[src/rtl/adc_pkg.sv]
// Shared definitions for the ADC volt meter.
// Holds the FSM state encoding and the BCD sizing helpers.
package adc_pkg;

  typedef enum logic [2:0] {
    ST_IDLE     = 3'd0,
    ST_CS_SETUP = 3'd1,
    ST_SHIFT    = 3'd2,
    ST_QUIET    = 3'd3,
    ST_ACCUM    = 3'd4,
    ST_SCALE    = 3'd5,
    ST_BCD      = 3'd6,
    ST_OUTPUT   = 3'd7
  } state_t;

  // Decimal digits needed to hold any w-bit unsigned value.
  function automatic int bcd_digits(input int w);
    longint unsigned max_v;
    int n;
    max_v = (64'd1 << w) - 64'd1;
    n = 32'sd1;
    for (int i = 0; i < 20; i++) begin
      if (max_v >= 64'd10) begin
        max_v = max_v / 64'd10;
        n = n + 32'sd1;
      end else begin
        max_v = max_v;
      end
    end
    return n;
  endfunction

  function automatic int bcd_width(input int w);
    return 32'sd4 * bcd_digits(w);
  endfunction

  function automatic int pow10(input int d);
    int p;
    p = 32'sd1;
    for (int i = 0; i < d; i++) p = p * 32'sd10;
    return p;
  endfunction

endpackage

[src/rtl/bin2bcd_seq.sv]
// Sequential shift-add-3 binary to BCD converter, one input bit per clock.
// Output saturates to all nines when the value needs more than DIGITS digits.
module bin2bcd_seq
  import adc_pkg::*;
#(
  parameter int IN_W   = 9,
  parameter int DIGITS = 3
) (
  input  logic                clk_in,
  input  logic                rst_n_in,
  input  logic                start,
  input  logic [IN_W-1:0]     bin,
  output logic                done,
  output logic [4*DIGITS-1:0] bcd
);

  localparam int FULL_W = bcd_width(IN_W);
  localparam int CNT_W  = $clog2(IN_W + 1);

  logic [IN_W-1:0]     bin_r;
  logic [FULL_W-1:0]   acc_r;
  logic [FULL_W-1:0]   adj_s;
  logic [FULL_W-1:0]   acc_nxt_s;
  logic [CNT_W-1:0]    cnt_r;
  logic                run_r;
  logic                done_r;
  logic                last_s;
  logic                sat_s;
  logic [4*DIGITS-1:0] bcd_r;
  logic [4*DIGITS-1:0] bcd_nxt_s;

  // One conversion step: add 3 to digits >= 5, then shift in the next MSB.
  always_comb begin
    adj_s = acc_r;
    for (int i = 0; i < FULL_W / 4; i++) begin
      if (acc_r[4*i +: 4] >= 4'd5) adj_s[4*i +: 4] = acc_r[4*i +: 4] + 4'd3;
      else                         adj_s[4*i +: 4] = acc_r[4*i +: 4];
    end
    acc_nxt_s = {adj_s[FULL_W-2:0], bin_r[IN_W-1]};
    last_s    = (cnt_r == CNT_W'(1));
    sat_s     = ((acc_nxt_s >> (4 * DIGITS)) != {FULL_W{1'b0}});
    if (sat_s) bcd_nxt_s = {DIGITS{4'h9}};
    else       bcd_nxt_s = (4 * DIGITS)'(acc_nxt_s);
  end

  // Conversion sequencer; done pulses for one cycle with the result.
  always_ff @(posedge clk_in or negedge rst_n_in) begin
    if (!rst_n_in) begin
      bin_r  <= {IN_W{1'b0}};
      acc_r  <= {FULL_W{1'b0}};
      cnt_r  <= {CNT_W{1'b0}};
      run_r  <= 1'b0;
      done_r <= 1'b0;
      bcd_r  <= {(4*DIGITS){1'b0}};
    end else if (start) begin
      bin_r  <= bin;
      acc_r  <= {FULL_W{1'b0}};
      cnt_r  <= CNT_W'(IN_W);
      run_r  <= 1'b1;
      done_r <= 1'b0;
    end else if (run_r) begin
      bin_r <= {bin_r[IN_W-2:0], 1'b0};
      acc_r <= acc_nxt_s;
      cnt_r <= cnt_r - CNT_W'(1);
      if (last_s) begin
        run_r  <= 1'b0;
        done_r <= 1'b1;
        bcd_r  <= bcd_nxt_s;
      end
    end else begin
      done_r <= 1'b0;
    end
  end

  assign done = done_r;
  assign bcd  = bcd_r;

endmodule

[src/rtl/adc_volt_meter_p.sv]
// Serial ADC volt meter: reads frames over a clk_in-derived SPI-like link,
// averages, scales to volts and presents binary and BCD results.
module adc_volt_meter_p
  import adc_pkg::*;
#(
  parameter int DATA_W    = 8,
  parameter int CLK_DIV   = 12,
  parameter int LEAD_BITS = 3,
  parameter int QUIET     = 4,
  parameter int AVG_LOG2  = 0,
  parameter int SCALE     = 132,
  parameter int SHIFT     = 10,
  parameter int DIGITS    = 3
) (
  input  logic                clk_in,
  input  logic                rst_n_in,
  input  logic                start,
  input  logic                cont,
  input  logic                adc_in,
  output logic                adc_clk,
  output logic                adc_csn,
  output logic                res_valid,
  input  logic                res_ready,
  output logic [DATA_W-1:0]   res_raw,
  output logic [DATA_W:0]     res_bin,
  output logic [4*DIGITS-1:0] res_bcd,
  output logic                busy,
  output logic                overrun
);

  localparam int ACC_W  = DATA_W + AVG_LOG2;
  localparam int PROD_W = DATA_W + 34;
  localparam logic [7:0] DIV_LAST   = 8'(CLK_DIV);
  localparam logic [7:0] LEAD_LAST  = 8'(LEAD_BITS - 32'sd1);
  localparam logic [7:0] BIT_LAST   = 8'(DATA_W - 32'sd1);
  localparam logic [7:0] QUIET_LAST = 8'(QUIET - 32'sd1);
  localparam logic [4:0] SAMP_LAST  = 5'((32'sd1 << AVG_LOG2) - 32'sd1);
  localparam logic [PROD_W-1:0] DEC_MAX = PROD_W'(pow10(DIGITS) - 32'sd1);

  state_t              state_r, next_s;
  logic [7:0]          div_cnt_r, cnt_r;
  logic                adc_clk_r, csn_r, rise_en_s;
  logic [4:0]          samp_cnt_r;
  logic [ACC_W-1:0]    acc_r, acc_sum_s;
  logic [DATA_W-1:0]   shift_r, avg_r, avg_s;
  logic [DATA_W:0]     bin_r;
  logic [PROD_W-1:0]   scaled_s;
  logic                sat_r, busy_r, valid_r, ovr_r;
  logic                lead_done_s, bits_done_s, quiet_done_s, samp_done_s;
  logic                bcd_start_s, bcd_done_s, load_s;
  logic [DATA_W-1:0]   raw_r;
  logic [DATA_W:0]     res_bin_r;
  logic [4*DIGITS-1:0] res_bcd_r, bcd_s;

  // Edge detect and datapath arithmetic shared by the FSM and datapath.
  always_comb begin
    rise_en_s    = (div_cnt_r == DIV_LAST) && !adc_clk_r;
    lead_done_s  = csn_r ? (LEAD_BITS == 32'sd0) : (cnt_r == LEAD_LAST);
    bits_done_s  = (cnt_r == BIT_LAST);
    quiet_done_s = (cnt_r == QUIET_LAST);
    samp_done_s  = (samp_cnt_r == SAMP_LAST);
    acc_sum_s    = acc_r + ACC_W'(shift_r);
    avg_s        = DATA_W'(acc_sum_s >> AVG_LOG2);
    scaled_s     = (PROD_W'(avg_r) * PROD_W'(SCALE) + PROD_W'(SCALE)) >> SHIFT;
  end

  // adc_clk divider; rise_en marks the clk_in edge on which adc_clk rises.
  always_ff @(posedge clk_in or negedge rst_n_in) begin
    if (!rst_n_in) begin
      div_cnt_r <= 8'd0;
      adc_clk_r <= 1'b0;
    end else if (div_cnt_r == DIV_LAST) begin
      div_cnt_r <= 8'd0;
      adc_clk_r <= ~adc_clk_r;
    end else begin
      div_cnt_r <= div_cnt_r + 8'd1;
    end
  end

  // FSM state register.
  always_ff @(posedge clk_in or negedge rst_n_in) begin
    if (!rst_n_in) state_r <= ST_IDLE;
    else           state_r <= next_s;
  end

  // FSM next-state logic.
  always_comb begin
    next_s = state_r;
    case (state_r)
      ST_IDLE:     if (start || cont) next_s = ST_CS_SETUP; else next_s = ST_IDLE;
      ST_CS_SETUP: if (rise_en_s && lead_done_s) next_s = ST_SHIFT; else next_s = ST_CS_SETUP;
      ST_SHIFT:    if (rise_en_s && bits_done_s) next_s = ST_QUIET; else next_s = ST_SHIFT;
      ST_QUIET:    if (rise_en_s && quiet_done_s) next_s = ST_ACCUM; else next_s = ST_QUIET;
      ST_ACCUM:    if (samp_done_s) next_s = ST_SCALE; else next_s = ST_CS_SETUP;
      ST_SCALE:    next_s = ST_BCD;
      ST_BCD:      if (bcd_done_s) next_s = ST_OUTPUT; else next_s = ST_BCD;
      ST_OUTPUT:   next_s = ST_IDLE;
      default:     next_s = ST_IDLE;
    endcase
  end

  // FSM control strobes.
  always_comb begin
    bcd_start_s = 1'b0;
    load_s      = 1'b0;
    case (state_r)
      ST_SCALE:  bcd_start_s = 1'b1;
      ST_OUTPUT: load_s      = 1'b1;
      default: begin
        bcd_start_s = 1'b0;
        load_s      = 1'b0;
      end
    endcase
  end

  // Frame datapath: chip select, edge counters, shift register, accumulator.
  always_ff @(posedge clk_in or negedge rst_n_in) begin
    if (!rst_n_in) begin
      csn_r      <= 1'b1;
      cnt_r      <= 8'd0;
      samp_cnt_r <= 5'd0;
      acc_r      <= {ACC_W{1'b0}};
      shift_r    <= {DATA_W{1'b0}};
      avg_r      <= {DATA_W{1'b0}};
      bin_r      <= {(DATA_W+1){1'b0}};
      sat_r      <= 1'b0;
    end else begin
      case (state_r)
        ST_IDLE: begin
          cnt_r      <= 8'd0;
          samp_cnt_r <= 5'd0;
          acc_r      <= {ACC_W{1'b0}};
        end
        ST_CS_SETUP: if (rise_en_s) begin
          // csn drops on the first edge; lead edges are counted after that
          if (csn_r)            csn_r <= 1'b0;
          else if (lead_done_s) cnt_r <= 8'd0;
          else                  cnt_r <= cnt_r + 8'd1;
        end
        ST_SHIFT: if (rise_en_s) begin
          shift_r <= {shift_r[DATA_W-2:0], adc_in};
          if (bits_done_s) begin
            csn_r <= 1'b1;
            cnt_r <= 8'd0;
          end else begin
            cnt_r <= cnt_r + 8'd1;
          end
        end
        ST_QUIET: if (rise_en_s) cnt_r <= quiet_done_s ? 8'd0 : cnt_r + 8'd1;
        ST_ACCUM: begin
          if (samp_done_s) begin
            avg_r      <= avg_s;
            acc_r      <= {ACC_W{1'b0}};
            samp_cnt_r <= 5'd0;
          end else begin
            acc_r      <= acc_sum_s;
            samp_cnt_r <= samp_cnt_r + 5'd1;
          end
        end
        ST_SCALE: begin
          bin_r <= scaled_s[DATA_W:0];
          sat_r <= (scaled_s > DEC_MAX);
        end
        default: cnt_r <= cnt_r;
      endcase
    end
  end

  bin2bcd_seq #(
    .IN_W  (DATA_W + 1),
    .DIGITS(DIGITS)
  ) u_bcd (
    .clk_in  (clk_in),
    .rst_n_in(rst_n_in),
    .start   (bcd_start_s),
    .bin     (scaled_s[DATA_W:0]),
    .done    (bcd_done_s),
    .bcd     (bcd_s)
  );

  // Result holding registers with valid/ready handshake and sticky overrun.
  always_ff @(posedge clk_in or negedge rst_n_in) begin
    if (!rst_n_in) begin
      busy_r    <= 1'b0;
      valid_r   <= 1'b0;
      ovr_r     <= 1'b0;
      raw_r     <= {DATA_W{1'b0}};
      res_bin_r <= {(DATA_W+1){1'b0}};
      res_bcd_r <= {(4*DIGITS){1'b0}};
    end else begin
      busy_r <= (next_s != ST_IDLE);
      if (load_s) begin
        valid_r   <= 1'b1;
        raw_r     <= avg_r;
        res_bin_r <= bin_r;
        res_bcd_r <= sat_r ? {DIGITS{4'h9}} : bcd_s;
        if (valid_r && !res_ready) ovr_r <= 1'b1;
      end else if (res_ready) begin
        valid_r <= 1'b0;
      end
    end
  end

  assign adc_clk   = adc_clk_r;
  assign adc_csn   = csn_r;
  assign res_valid = valid_r;
  assign res_raw   = raw_r;
  assign res_bin   = res_bin_r;
  assign res_bcd   = res_bcd_r;
  assign busy      = busy_r;
  assign overrun   = ovr_r;

endmodule

[config.mk]
export PLATFORM = sky130hd
export DESIGN_NAME = adc_volt_meter_p
export DESIGN_NICKNAME = d
export VERILOG_FILES = /design/src/rtl/adc_pkg.sv /design/src/rtl/bin2bcd_seq.sv /design/src/rtl/adc_volt_meter_p.sv
export SDC_FILE = /design/constraint.sdc
export NUM_CORES = 1
export LEC_CHECK = 0
export CORE_MARGIN = 5
export CORE_UTILIZATION = 30
export CTS_BUF_LIST = sky130_fd_sc_hd__clkbuf_16
export DETAILED_ROUTE_END_ITERATION = 8
export DONT_BUFFER_PORTS = 1
export GPL_ROUTABILITY_DRIVEN = 0
export GPL_TIMING_DRIVEN = 0
export HOLD_SLACK_MARGIN = 0.1
export PLACE_DENSITY = 0.51
export SLEW_MARGIN = 40
export SYNTH_ARGS = -nofsm -noshare
export SYNTH_HDL_FRONTEND = slang
export SYNTH_SLANG_ARGS = --single-unit
[constraint.sdc]
create_clock -name clk_in -period 3.05 [get_ports clk_in]
set_input_delay 0.61 -clock clk_in [delete_from_list [all_inputs] [get_ports clk_in]]
set_output_delay 0.61 -clock clk_in [all_outputs]
set_load 0.05 [all_outputs]
## Word-level counts from Yosys, hierarchy flattened

Cells that the tools add are included.

| operators by class | value |
|---|---|
| add/subtract/negate cells | 9 |
| multipliers | 1 |
| magnitude comparators | 4 |
| eq/ne operators | 18 |
| muxes and demuxes | 45 |
| bitwise gates (word level) | 2 |
| reductions and logical operators | 22 |

Operator list:

| kind | number |
|---|---|
| $mux 8 | 9 |
| $mux 12 | 3 |
| $pmux 8 s4 | 1 |
| $pmux 3 s8 | 1 |
| $mux 9 | 2 |
| $add 16x8->17 const B | 1 |
| $mux 1 | 17 |
| $add 8x1->8 const B | 2 |
| $eq 8x2->1 const B | 2 |
| $mux 4 | 4 |
| $pmux 8 s2 | 1 |
| $mul 8x6->14 const B | 1 |
| $eq 3x3->1 const B | 4 |
| $ge 4x3->1 const B | 3 |
| $gt 7x10->1 const B | 1 |
| $ne 2x2->1 const B | 5 |
| $pmux 5 s2 | 1 |
| $mux 3 | 3 |
| $add 4x2->4 const B | 2 |
| $add 8x8->8 | 1 |
| $eq 8x3->1 const B | 1 |
| $eq 8x4->1 const B | 1 |
| $reduce_bool 2->1 | 4 |
| $eq 3x2->1 const B | 2 |
| 21 further kinds | 29 |

| storage, ports and cells | value |
|---|---|
| bits in registers | 131 |
| bits of input ports | 6 |
| output and inout bits | 34 |

## Logic depth before layout (Yosys ltp)

| logic depth | value |
|---|---|
| word-level depth | 6 |
| gate-level depth with buffers | 9 |
| mapped depth without buffers | 9 |

## Modules after synthesis

From an unflattened synthesis, not the netlist that was laid out.

| second synthesis, totals | value |
|---|---|
| cells, all modules | 575 |
| area, all modules | 6,411.1 um^2 |

By module, submodules not included:

| module | instances | cells an instance | area each (um^2) |
|---|---|---|---|
| adc_volt_meter_p | 1 | 379 | 4,379.2 |
| bin2bcd_seq | 1 | 196 | 2,031.9 |

## Worst setup path after synthesis

Ideal clock, no wire load.

| timing | value |
|---|---|
| kind | register to register |
| from | register avg_r[7] |
| to | register bin_r[4] |
| arrival time | 2,930 ps |
| required time | 2,981 ps |
| path slack | 51 ps |
| stages on the path, launching flop included | 9 |
| buffers on the path | 0 |
| period minus slack after synthesis | 2,999 ps |
| cells stage by stage | dfrtp_1 > ha_1 > ha_1 > ha_1 > fa_1 > nand3_1 > or4_1 > or4_1 > nand3_1 |

| between the ends | value |
|---|---|
| cells in the longest elaborated chain, start to end | 2 |

Ends and longest elaborated chain:

| what | RTL line | RTL |
|---|---|---|
| start, declared | adc_volt_meter_p.sv:45 | `logic [DATA_W-1:0] shift_r, avg_r, avg_s;` |
| start signal, assigned | adc_volt_meter_p.sv:124 | `avg_r <= {DATA_W{1'b0}};` |
| start signal, assigned | adc_volt_meter_p.sv:152 | `avg_r <= avg_s;` |
| $mul 8x6->14 | adc_volt_meter_p.sv:64 | `scaled_s = (PROD_W'(avg_r) * PROD_W'(SCALE) + PROD_W'(SCALE)) >> SHIFT;` |
| $add 16x8->17 | adc_volt_meter_p.sv:64 |  |
| end signal, assigned | adc_volt_meter_p.sv:125 | `bin_r <= {(DATA_W+1){1'b0}};` |
| end signal, assigned | adc_volt_meter_p.sv:161 | `bin_r <= scaled_s[DATA_W:0];` |
| end, declared | adc_volt_meter_p.sv:46 | `logic [DATA_W:0] bin_r;` |

No other way between the ends.
A chain may end at the register's enable or synchronous reset.

## Worst setup path in the final report

| timing | value |
|---|---|
| from | register avg_r[2] |
| to | register u_bcd.bin_r[4] |

| between the ends | value |
|---|---|
| cells in the longest elaborated chain, start to end | 3 |

Ends and longest elaborated chain:

| what | RTL line | RTL |
|---|---|---|
| $mul 8x6->14 | adc_volt_meter_p.sv:64 |  |
| $add 16x8->17 | adc_volt_meter_p.sv:64 |  |
| $mux 9 | bin2bcd_seq.sv:55 | `end else if (start) begin` |
| end signal, assigned | bin2bcd_seq.sv:49 | `bin_r <= {IN_W{1'b0}};` |
| end signal, assigned | bin2bcd_seq.sv:56 | `bin_r <= bin;` |
| end signal, assigned | bin2bcd_seq.sv:62 | `bin_r <= {bin_r[IN_W-2:0], 1'b0};` |
| end, declared | bin2bcd_seq.sv:20 | `logic [IN_W-1:0] bin_r;` |

No other way between the ends.

==> metrics.yaml <==
rows: 52
dp_cells: 828
tns_ps: 0
vias: 4188
ant_nets: 0
pre_cts_slack_ps: -179
utilization_pct: 35.5
min_path_type: "in -> async"
critPathKind: "reg -> reg"
place_area_mm2: 0.00653
async_flop_share_pct: 100
ys_types: 49
final_common_cell: "dfrtp_1"
portBuffers: 0
die_width_um: 154
cp.required_ps: 3400
drive_above_1_share_pct: 16.9
syn_area_per_cell_um2: 11.1
coreArea_mm2: 0.0202
synth_cells: 557
nFillCells: 1980
period_share_pct: 95.9
insertion_delay_ps: 420
grt_max_degree: 127
relSlewSlack_pct: 46.3
slowest_stage: "or4_4"
holdWs_ps: -104
outcome: "finished, violations left"
setup_viol: 0
cts.sinks: 126
cap_violations: 0
slew_violations: 0
yosysWarnings: 0
final_cell_mix: "dfrtp_1, mux2_2, nand2_1, nor2_1, o21ai_0"
fin_area_mm2: 0.00718
initial_core_util_pct: 30.6
start_kind: "flip-flop"
track_usage_pct: 11.8
drc: 0
grt_pass1_wl_um: 22400
ys_seq_area_share_pct: 51.0
cts.path.max_buffers: 2
antenna_found_initial: 2
grt_pass1_vias: 4357
ios: 40
path_clk_slew_ps: 60
synth-edff-count: 0
rsz0062_at_grt: "no"
drtIter0Drc: 180
dieHeight_um: 154
wire_per_inst_um: 15.4
power_density_mw_per_mm2: 517
timing.critical_path.buf_inv: 0
cts_tree: "done"
violations: "hold timing"
clock.fmax_ghz: 0.342
r2r_slack_ps: 120
firstDrtPassIters: 4
reg2reg_depth: 8
post-dp-hpwl_um: 9200
worst_pin_slew_ps: 801
htreeDepth: 4
via_per_inst: 4.85
path_delay_family: "simple AND/OR/NAND/NOR gates"
r2r-end: "u_bcd.bin_r[4]"
cts_root_buffer: "clkbuf_16"
p_leak_nw: 3.41
ir_worst_vdd_mv: 0.318
synth_seq_cells: 126
grt_overflow: 0
cts_made_buffers: 17
ys_dominant_reg_cell: "dfrtp_1"
finalCriticalPeriod_ps: 2930
power_mw: 3.71
wl_um: 13300
end_kind: "flip-flop"
path_max_fanout: 3
path_cells: "ha_1 -> ha_1 -> ha_2 -> fa_2 -> xnor2_1 -> or4_4 -> or4_4 -> nand3_1"
fin_worst_skew_ps: 5.67
fin_cells: 863
final_hold_viol_count: 125
die_area_mm2: 0.0236
critPathArrivalTime_ps: 3270
max_stage_delay_ps: 560
syn-cell-area_mm2: 0.00618
fin_ws_ps: 125
nets: 619
syn_to_final_growth_pct: 16.2
r2r-start: "avg_r[2]"
[area by class of cell]
cell class / instances / area (µm²) / area share, %
Sequential cell: 126 / 3160 / 43.9
Multi-Input combinational cell: 391 / 2910 / 40.5
Clock buffer: 17 / 425 / 5.92
Tap cell: 270 / 338 / 4.70
Clock inverter: 12 / 156 / 2.18
Buffer: 23 / 95.1 / 1.32
Inverter: 18 / 67.6 / 0.941
Timing Repair Buffer: 4 / 30.0 / 0.418
Antenna cell: 2 / 5.00 / 0.0697
[cell families after synthesis]
kind of cell | share of synthesized area [%]
flops | 51.0
mux | 11.7
simple gates | 12.9
other cells | 0.0607
xor+xnor | 4.47
compound gates | 10.4
buf+inv | 2.63
fa+ha+maj | 6.72
[cell usage after synthesis, drive strengths merged, types with 2 or more instances]
cell | n | area (µm²)
dfrtp | 125 | 3130
mux2 | 52 | 586
nand2 | 41 | 154
nor2 | 35 | 131
o21ai | 35 | 175
ha | 30 | 375
a21oi | 23 | 115
nand3 | 21 | 105
xnor2 | 19 | 166
inv | 18 | 67.6
clkbuf | 17 | 63.8
mux2i | 14 | 140
a22o | 13 | 114
nor3 | 10 | 55.1
xor2 | 10 | 87.6
nor2b | 9 | 56.3
nand2b | 8 | 50.1
a21o | 7 | 52.6
a31oi | 6 | 37.5
and3 | 6 | 37.5
buf | 6 | 31.3
nand4 | 6 | 37.5
nor3b | 6 | 45.0
or4 | 6 | 52.6
o31ai | 4 | 30.0
a211oi | 3 | 22.5
o211ai | 3 | 22.5
o21bai | 3 | 22.5
and2 | 2 | 12.5
fa | 2 | 40.0
nor4 | 2 | 12.5
nor4b | 2 | 17.5
or4b | 2 | 20.0
[layer usage]
metal  global-route usage [%]  share of wire, %  up-vias
li1                         -                 -     2030
met3                     3.93               4.5       16
met4                     3.70               1.3        0
met1                     13.9                43     2082
met5                        0                 0        -
met2                     20.4                52       60
[worst max-delay path by stage]
stage | start | slack, ps | cells after the start | endpoint
5_1_grt | avg_r[2] | 40 | 8 | u_bcd.bin_r[4]
2_1_floorplan | avg_r[7] | 50 | 8 | bin_r[4]
6_report | avg_r[2] | 120 | 8 | u_bcd.bin_r[4]
4_1_cts | avg_r[2] | 30 | 8 | bin_r[4]
3_5_place_dp | avg_r[7] | -180 | 8 | bin_r[4]
3_3_place_gp | avg_r[7] | -120 | 8 | bin_r[4]
[report_power, final]
| group | switching [mW] | leakage [nW] | internal, mW |
|---|---|---|---|
| clock | 0.699 | 0.293 | 1.33 |
| combinational | 0.00570 | 1.40 | 0.00197 |
| sequential | 0.000000000000000260 | 1.73 | 1.67 |
| total | 0.705 | 3.41 | 3.01 |
[state kept, by name (all words and copies together) (netlist names), 7 cells and up]
signal       cells
res_bcd         12
u_bcd.acc_r     12
u_bcd.bcd       12
u_bcd.bin_r      9
acc_r            8
avg_r            8
cnt_r            8
div_cnt_r        8
res_raw          8
shift_r          8
bin_r            7
res_bin          7
[timing repair]
action                                  CTS  global route
hold endpoints to repair                126           126
gates resized for setup                   6             1
endpoints found under the setup margin    2             2
pin swaps                                 1             2
setup buffers                             3             1
No activity file was read; power rests on OpenSTA's default activity.
